### src/rtl/mem_ctrl_pkg.sv
// Shared types and constants for the memory access controller.
package mem_ctrl_pkg;

    localparam int ADDR_W_DEF = 9;
    localparam int DATA_W_DEF = 32;

    // Operation latched at accept time
    localparam logic OP_RD = 1'b0;
    localparam logic OP_WR = 1'b1;

    typedef enum logic [2:0] {
        IDLE     = 3'd0,
        RD_ISSUE = 3'd1,
        RD_WAIT  = 3'd2,
        WR_ISSUE = 3'd3,
        VFY_READ = 3'd4,
        VFY_WAIT = 3'd5
    } state_e;

endpackage

### src/rtl/mem_access_ctrl.sv
// Initiator side of a synchronous single-port RAM: takes one read or write
// request at a time over valid/ready, drives the RAM strobes, captures read
// data on the last wait cycle and returns a one-cycle completion pulse.
//
// Optional feature macro: MEM_WRITE_VERIFY_EN
//   When defined, every write is followed by a read-back of the same address
//   and rsp_err reports a mismatch. When undefined, rsp_err is tied low.
//
// state    | meaning
// ---------+------------------------------------------------------------
// IDLE     | ready for a request, strobes low, addr/wdata holding
// RD_ISSUE | first read cycle, mem_read high
// RD_WAIT  | READ_LATENCY cycles, mem_read held, capture on last cycle
// WR_ISSUE | single write cycle, mem_write high
// VFY_READ | read-back of the written word, mem_read high (verify only)
// VFY_WAIT | READ_LATENCY cycles, compare on last cycle (verify only)
module mem_access_ctrl
    import mem_ctrl_pkg::*;
#(
    parameter int ADDR_W       = ADDR_W_DEF,
    parameter int DATA_W       = DATA_W_DEF,
    parameter int READ_LATENCY = 1
) (
    input  logic              clk,
    input  logic              reset_n,
    input  logic              req_valid,
    output logic              req_ready,
    input  logic              req_write,
    input  logic [ADDR_W-1:0] req_addr,
    input  logic [DATA_W-1:0] req_wdata,
    output logic              rsp_valid,
    output logic [DATA_W-1:0] rsp_rdata,
    output logic              rsp_err,
    output logic              mem_read,
    output logic              mem_write,
    output logic [ADDR_W-1:0] mem_addr,
    output logic [DATA_W-1:0] mem_wdata,
    input  logic [DATA_W-1:0] mem_rdata
);

    localparam int CNT_W = (READ_LATENCY < 1) ? 1 : $clog2(READ_LATENCY + 1);
    localparam logic [CNT_W-1:0] CNT_LOAD = CNT_W'(READ_LATENCY - 1);

    state_e            state_q, state_d;
    logic [CNT_W-1:0]  cnt_q, cnt_d;
    logic              op_q, op_d;
    logic [ADDR_W-1:0] mem_addr_q, mem_addr_d;
    logic [DATA_W-1:0] mem_wdata_q, mem_wdata_d;
    logic              rsp_valid_q, rsp_valid_d;
    logic [DATA_W-1:0] rsp_rdata_q, rsp_rdata_d;

    logic accept;
    logic wait_done;
    logic op_done;
    logic rd_strobe;
    logic wr_strobe;

    assign req_ready = (state_q == IDLE);
    assign accept    = req_valid && req_ready;
    assign wait_done = (cnt_q == '0);

    // State and latency counter registers
    always_ff @(posedge clk or negedge reset_n) begin
        if (!reset_n) begin
            state_q <= IDLE;
            cnt_q   <= '0;
        end else begin
            state_q <= state_d;
            cnt_q   <= cnt_d;
        end
    end

    // Next-state and latency counter sequencing
    always_comb begin
        state_d = state_q;
        cnt_d   = cnt_q;
        case (state_q)
            IDLE: begin
                if (accept) begin
                    state_d = req_write ? WR_ISSUE : RD_ISSUE;
                end
            end
            RD_ISSUE: begin
                state_d = RD_WAIT;
                cnt_d   = CNT_LOAD;
            end
            RD_WAIT: begin
                if (wait_done) begin
                    state_d = IDLE;
                end else begin
                    cnt_d = cnt_q - CNT_W'(1);
                end
            end
`ifdef MEM_WRITE_VERIFY_EN
            WR_ISSUE: begin
                state_d = VFY_READ;
            end
            VFY_READ: begin
                state_d = VFY_WAIT;
                cnt_d   = CNT_LOAD;
            end
            VFY_WAIT: begin
                if (wait_done) begin
                    state_d = IDLE;
                end else begin
                    cnt_d = cnt_q - CNT_W'(1);
                end
            end
`else
            WR_ISSUE: begin
                state_d = IDLE;
            end
`endif
            default: begin
                state_d = IDLE;
            end
        endcase
    end

    // Strobe decode and completion detect from the current state
    always_comb begin
        rd_strobe = 1'b0;
        wr_strobe = 1'b0;
        op_done   = 1'b0;
        case (state_q)
            RD_ISSUE: begin
                rd_strobe = 1'b1;
            end
            RD_WAIT: begin
                rd_strobe = 1'b1;
                op_done   = wait_done;
            end
            WR_ISSUE: begin
                wr_strobe = 1'b1;
`ifndef MEM_WRITE_VERIFY_EN
                op_done   = 1'b1;
`endif
            end
`ifdef MEM_WRITE_VERIFY_EN
            VFY_READ: begin
                rd_strobe = 1'b1;
            end
            VFY_WAIT: begin
                rd_strobe = 1'b1;
                op_done   = wait_done;
            end
`endif
            default: begin
                rd_strobe = 1'b0;
            end
        endcase
    end

    assign mem_read  = rd_strobe;
    assign mem_write = wr_strobe;

    // Request capture and response generation
    always_comb begin
        op_d        = op_q;
        mem_addr_d  = mem_addr_q;
        mem_wdata_d = mem_wdata_q;
        if (accept) begin
            op_d        = req_write ? OP_WR : OP_RD;
            mem_addr_d  = req_addr;
            mem_wdata_d = req_wdata;
        end
        rsp_valid_d = op_done;
        // Only a finishing read updates rsp_rdata, so idle RAM output is never seen
        rsp_rdata_d = (op_done && (op_q == OP_RD)) ? mem_rdata : rsp_rdata_q;
    end

    // Request and response registers
    always_ff @(posedge clk or negedge reset_n) begin
        if (!reset_n) begin
            op_q        <= OP_RD;
            mem_addr_q  <= '0;
            mem_wdata_q <= '0;
            rsp_valid_q <= 1'b0;
            rsp_rdata_q <= '0;
        end else begin
            op_q        <= op_d;
            mem_addr_q  <= mem_addr_d;
            mem_wdata_q <= mem_wdata_d;
            rsp_valid_q <= rsp_valid_d;
            rsp_rdata_q <= rsp_rdata_d;
        end
    end

    assign mem_addr  = mem_addr_q;
    assign mem_wdata = mem_wdata_q;
    assign rsp_valid = rsp_valid_q;
    assign rsp_rdata = rsp_rdata_q;

`ifdef MEM_WRITE_VERIFY_EN
    logic rsp_err_q, rsp_err_d;

    // Write read-back compare; reads always report no error
    always_comb begin
        rsp_err_d = rsp_err_q;
        if (op_done) begin
            rsp_err_d = (op_q == OP_WR) && (mem_rdata != mem_wdata_q);
        end
    end

    // Error flag register
    always_ff @(posedge clk or negedge reset_n) begin
        if (!reset_n) begin
            rsp_err_q <= 1'b0;
        end else begin
            rsp_err_q <= rsp_err_d;
        end
    end

    assign rsp_err = rsp_err_q;
`else
    assign rsp_err = 1'b0;
`endif

endmodule

### config.mk
export PLATFORM = sky130hd
export DESIGN_NAME = mem_access_ctrl
export DESIGN_NICKNAME = d
export VERILOG_FILES = /design/src/rtl/mem_ctrl_pkg.sv /design/src/rtl/mem_access_ctrl.sv
export SDC_FILE = /design/constraint.sdc
export NUM_CORES = 1
export LEC_CHECK = 0
export CAP_MARGIN = 20
export CORE_UTILIZATION = 40
export CTS_CLUSTER_SIZE = 8
export DETAILED_ROUTE_END_ITERATION = 16
export PLACE_DENSITY = 0.8
export SETUP_SLACK_MARGIN = 0.15
export SYNTH_ARGS = -nofsm -noshare
export SYNTH_HDL_FRONTEND = slang
export SYNTH_SLANG_ARGS = --single-unit
### constraint.sdc
create_clock -name clk -period 2.3 [get_ports clk]
set_input_delay 0.23 -clock clk [delete_from_list [all_inputs] [get_ports clk]]
set_output_delay 0.23 -clock clk [all_outputs]
set_load 0.05 [all_outputs]
==> flow_metrics.tcl, run 1 <==
set metrics [dict create \
    place.gp.congestion 0.683 \
    criticalPathCategory "flip-flop to primary output" \
    syn-cell-area_sq_mm 0.00308 \
    root_buffer "clkbuf_8" \
    initial_utilization 0.420 \
    grt_pass1_vias 2216 \
    cp_max_fo 4 \
    post-place-ws_ns 0.466 \
    syn_nets 256 \
    hpwlAfterDp_mm 4.78 \
    n_antenna_cell 0 \
    synth_warnings 0 \
    rsz0062_at_grt "false" \
    hold_buffers 0 \
    clkTransAtPathRegs_ns 0.08 \
    max-cap-violations 0 \
    yosysSeqAreaShare 0.625 \
    drive_gt1_frac 0.279 \
    grt_pass1_wl_mm 11.0 \
    vias_per_cell 4.59 \
    finalSetupViolations 0 \
    period_share 0.871 \
    synth_area_per_cell_sq_um 17.6 \
    antenna_found_initial 0 \
    overflow 0 \
    rows 31 \
    max_freq_mhz 499 \
    multi_input_area_sq_mm 0.00105 \
    detail_route.wl_per_cell_microns 15.1 \
    cts_buffers 9 \
    firstDrtPassIters 2 \
    syn_inst 175 \
    tightest_slew_ns 0.951 \
    die_width_microns 89.8 \
    cts_tree "done" \
    worst-endpoint-arrival_ns 1.77 \
    wl_mm 6.60 \
    synth-seq-cells 77 \
    hold_violations 0 \
    crit_required_ns 2.07 \
    dieArea_sq_mm 0.00806 \
    setup_slack_ns 0.297 \
    nFillCells 548 \
    clk_latency_ns 0.33 \
    min_path_type "input port to asynchronous set/reset pin" \
    seqCellArea_sq_mm 0.00193 \
    route.detailed.drc 0 \
    finalClockSkew_ns 0.00625 \
    fin_setup_tns_ns 0 \
    period_minus_slack_ns 2.00 \
    antenna_left 0 \
    drtIter0Drc 45 \
    pin_count 155 \
    cts.sinks 77 \
    area_growth_pct 59.5 \
    cp-start-kind "flip-flop" \
    cts.path.max_buffers 2 \
    status "complete, no violations" \
    end_kind "primary output" \
    via_count 2001 \
    core_sq_mm 0.00733 \
    die_h_microns 89.8 \
    final-max-slew-violation-count 0 \
    io_buffers 153 \
    utilization 0.671 \
    htreeDepth 3 \
    ys_types 17 \
    grtUsageTotal 0.174 \
    grt_max_degree 78 \
    fin_nets 413 \
    timing.max_slew.rel_slack 0.366 \
]
final cells by class:
type,count,area share
clock buffers,12,0.0295
clock inverters,4,0.0193
inverters,2,0.00153
multi-input cells,87,0.214
flip-flops and latches,77,0.392
well taps,99,0.0252
repair buffers,155,0.319
per-layer routing:
metal,track usage,part of all wire
met5,0,0
met4,0.0710,0.017
met3,0.0609,0.091
met2,0.283,0.50
met1,0.211,0.40
synthesized netlist by cell type:
library cell	n	area share
dfrtp_1	77	0.63
mux2_2	44	0.16
mux2_4	30	0.15
buf_2	4	0.0065
ha_1	4	0.016
buf_12	3	0.019
a21oi_1	2	0.0032
inv_1	2	0.0024
buf_4	1	0.0024
buf_6	1	0.0037
conb_1	1	0.0012
nand2_1	1	0.0012
nand2b_1	1	0.0020
nand2b_2	1	0.0028
nor2_1	1	0.0012
o21a_1	1	0.0024
or2_4	1	0.0028
critical path, cell delays in order (launching register included):
cell,delay [ns]
dfrtp_1,0.41
ha_1,0.20
clkdlybuf4s50_1,0.83
placed cells by master (no fill, tap or decap), types with 2 or more instances in the layout:
| cell type | synthesis | final |
|---|---|---|
| ha_1 | 4 | 4 |
| mux2_2 | 44 | 44 |
| dfrtp_1 | 77 | 77 |
| inv_1 | 2 | 2 |
| buf_12 | 3 | 2 |
| dlygate4sd2_1 | 0 | 2 |
| mux2_4 | 30 | 30 |
| clkdlybuf4s50_1 | 0 | 150 |
| clkbuf_8 | 0 | 10 |
| clkbuf_1 | 0 | 2 |
| bufinv_16 | 0 | 3 |
| a21oi_1 | 2 | 2 |
registers in the layout, indices dropped and copies added (netlist names):
signal     count
rsp_valid      1
op_q           1
rsp_rdata     32
mem_wdata     32
mem_addr       9
state_q        2
metrics by stage:
| stage | hold slack [ns] | instances | area, sq um |
|---|---|---|---|
| detailed placement | 0.440 | 420 | 4680 |
| floorplan | -0.0656 | 175 | 3080 |
| global placement | 0.446 | 420 | 4680 |
| finish | 0.0150 | 436 | 4920 |
| global route | 0.130 | 436 | 4920 |
| CTS | 0.0688 | 436 | 4920 |
logic make-up after synthesis:
kind of cell | synth area share
multiplexers | 0.307
flip-flops | 0.625
other | 0.00122
AND/OR/NAND/NOR | 0.0102
buffers and inverters | 0.0345
adder cells (fa/ha/maj) | 0.0162
AO/OA/AOI/OAI | 0.00569
repair_timing:
item	in CTS	in global routing
gates resized for setup	2	0
setup endpoints to repair	2	0
setup buffers	0	0
worst paths after layout:
path	from	endpoint	slack, ns	cells after the start
max	state_q[0]$_DFFE_PN0P_	mem_write	0.30	2
min	reset_n	rsp_rdata[17]$_DFFE_PN0P_	0.01	1
max reg2reg	state_q[0]$_DFFE_PN0P_	rsp_rdata[31]$_DFFE_PN0P_	0.54	6
min reg2reg	mem_wdata[28]$_DFFE_PN0P_	mem_wdata[28]$_DFFE_PN0P_	0.50	1
max in group asynchronous	reset_n	mem_addr[4]$_DFFE_PN0P_	1.64	1
min in group clk	mem_wdata[28]$_DFFE_PN0P_	mem_wdata[28]$_DFFE_PN0P_	0.50	1
Power of run 1 is not shown: default switching activity piles up to over one toggle a cycle in this logic, so the estimate is an artifact.
==> run 2, diff against run 1 <==
--- a/config.mk
+++ b/config.mk
@@ -6,10 +6,9 @@
 export NUM_CORES = 1
 export LEC_CHECK = 0
 export CAP_MARGIN = 20
-export CORE_UTILIZATION = 40
+export CORE_UTILIZATION = 30
 export CTS_CLUSTER_SIZE = 8
 export DETAILED_ROUTE_END_ITERATION = 16
-export PLACE_DENSITY = 0.8
 export SETUP_SLACK_MARGIN = 0.15
 export SYNTH_ARGS = -nofsm -noshare
 export SYNTH_HDL_FRONTEND = slang
==> run 2 against run 1 <==
Hold slack better by 0.38 ns. Clock-buffer cell count shrank 1. Final cell count is 8.3% higher. Sequential share of layout area shrank 0.36 points. Critical path type unchanged. Non-clock buffer count up 3. Highest routed layer unchanged. Clock skew rose by 0.0041 ns. Cell area is 0.92% higher. Critical endpoint unchanged. Global-route usage down 4.6 points. Wire length is 2.2% higher. Via count fell by 1.9%. First-iteration DRC count is 42% lower. Critical path depth unchanged.
==> flow_metrics.tcl, run 2 (synthesized netlist as in run 1, its figures left out) <==
set metrics [dict create \
    cts_buffers 9 \
    seqCellArea_sq_mm 0.00193 \
    grt_pass1_vias 2085 \
    area_growth_pct 61.0 \
    max-cap-violations 0 \
    dieArea_sq_mm 0.0107 \
    hold_violations 0 \
    pin_count 155 \
    cts_tree "done" \
    antenna_found_initial 0 \
    reg2reg_from "state_q[0]$_DFFE_PN0P_" \
    route.detailed.drc 0 \
    nFillCells 869 \
    root_buffer "clkbuf_8" \
    rrSetupSlack_ns 0.56 \
    rows 36 \
    period_minus_slack_ns 2.01 \
    max_freq_mhz 498 \
    endpoint "mem_write" \
    post-place-ws_ns 0.470 \
    vias_per_cell 4.16 \
    end_kind "primary output" \
    worstRegToRegCells 6 \
    overflow 0 \
    rsz0062_at_grt "false" \
    hpwlAfterDp_mm 4.82 \
    fin_nets 416 \
    antenna_left 0 \
    fin_setup_tns_ns 0 \
    min_path_type "input port to asynchronous set/reset pin" \
    cp_max_fo 4 \
    timing.max_slew.rel_slack 0.640 \
    htreeDepth 3 \
    cts.sinks 77 \
    multi_input_area_sq_mm 0.00105 \
    cp-start-kind "flip-flop" \
    die_width_microns 103 \
    n_antenna_cell 0 \
    wl_mm 6.74 \
    clk_latency_ns 0.34 \
    tightest_slew_ns 0.538 \
    place.gp.congestion 0.638 \
    final-max-slew-violation-count 0 \
    period_share 0.873 \
    finalSetupViolations 0 \
    drtIter0Drc 26 \
    die_h_microns 103 \
    via_count 1963 \
    grt_pass1_wl_mm 10.2 \
    drive_gt1_frac 0.280 \
    layout_common_cells "150 x clkdlybuf4s50_1, 77 x dfrtp_1, 44 x mux2_2" \
    startpoint "state_q[0]$_DFFE_PN0P_" \
    finalClockSkew_ns 0.0104 \
    setup_slack_ns 0.291 \
    r2r-end "rsp_rdata[31]$_DFFE_PN0P_" \
    firstDrtPassIters 4 \
    worst-endpoint-arrival_ns 1.78 \
    crit_required_ns 2.07 \
    status "complete, no violations" \
    initial_utilization 0.312 \
    io_buffers 153 \
    clkTransAtPathRegs_ns 0.08 \
    cts.path.max_buffers 2 \
    core_sq_mm 0.00986 \
    grtUsageTotal 0.128 \
    criticalPathCategory "flip-flop to primary output" \
    grt_max_degree 42 \
    detail_route.wl_per_cell_microns 14.3 \
    final_common_cell "clkdlybuf4s50_1" \
]
==> run 2: changes by cell type in the layout (fill, tap and decap cells not counted), sizes merged <==
cell	previous run	this run
buf	3	5
clkinv	1	2
dlygate4sd3	0	1
clkbuf	12	11
bufinv	3	2
==> run 2: worst min-delay path by stage <==
stage / start / to / slack, ns / cells past startpoint
detailed placement: reset_n / rsp_rdata[10]$_DFFE_PN0P_ / 0.25 / 1
global route: reset_n / rsp_rdata[10]$_DFFE_PN0P_ / 0.46 / 2
finish: reset_n / rsp_rdata[10]$_DFFE_PN0P_ / 0.39 / 2
global placement: reset_n / rsp_rdata[1]$_DFFE_PN0P_ / 0.26 / 1
floorplan: reset_n / mem_addr[0]$_DFFE_PN0P_ / -0.07 / 0
CTS: reset_n / rsp_rdata[10]$_DFFE_PN0P_ / 0.41 / 2
==> run 2: through the flow <==
step	cell area, sq um	instances	hold WS [ns]	utilization
3_5_place_dp	4750	456	0.253	0.481
5_1_grt	4960	472	0.462	0.503
3_3_place_gp	4750	456	0.259	0.481
6_report	4960	472	0.395	0.503
4_1_cts	4960	472	0.405	0.503
2_1_floorplan	3080	175	-0.0656	-
==> run 2: cell type report <==
type,instances,share of cell area
clock buffer,11,0.0265
clock inverter,4,0.0149
inverter,2,0.00151
multi-input combinational,87,0.212
sequential,77,0.388
tap,133,0.0335
timing repair buffer,158,0.323
==> run 2: critical path: stages, from the launching register on <==
cell and delay, ns:
dfrtp_1 0.41, ha_1 0.20, clkdlybuf4s50_1 0.83
==> run 2: timing repair <==
action / 4_1_cts / 5_1_grt
setup buffers: 0 / 0
hold endpoints to repair: 39 / 0
setup endpoints to repair: 2 / 0
resized for setup: 2 / 0
hold buffers: 1 / 0
==> run 2: routing by layer <==
layer / track usage / vias up / part of all wire
met1: 0.155 / 944 / 0.43
met2: 0.200 / 90 / 0.47
met4: 0.0563 / 0 / 0.016
met3: 0.0531 / 11 / 0.090
li1: - / 918 / -
met5: 0 / - / 0
Power of run 2 is left out for the same reason.
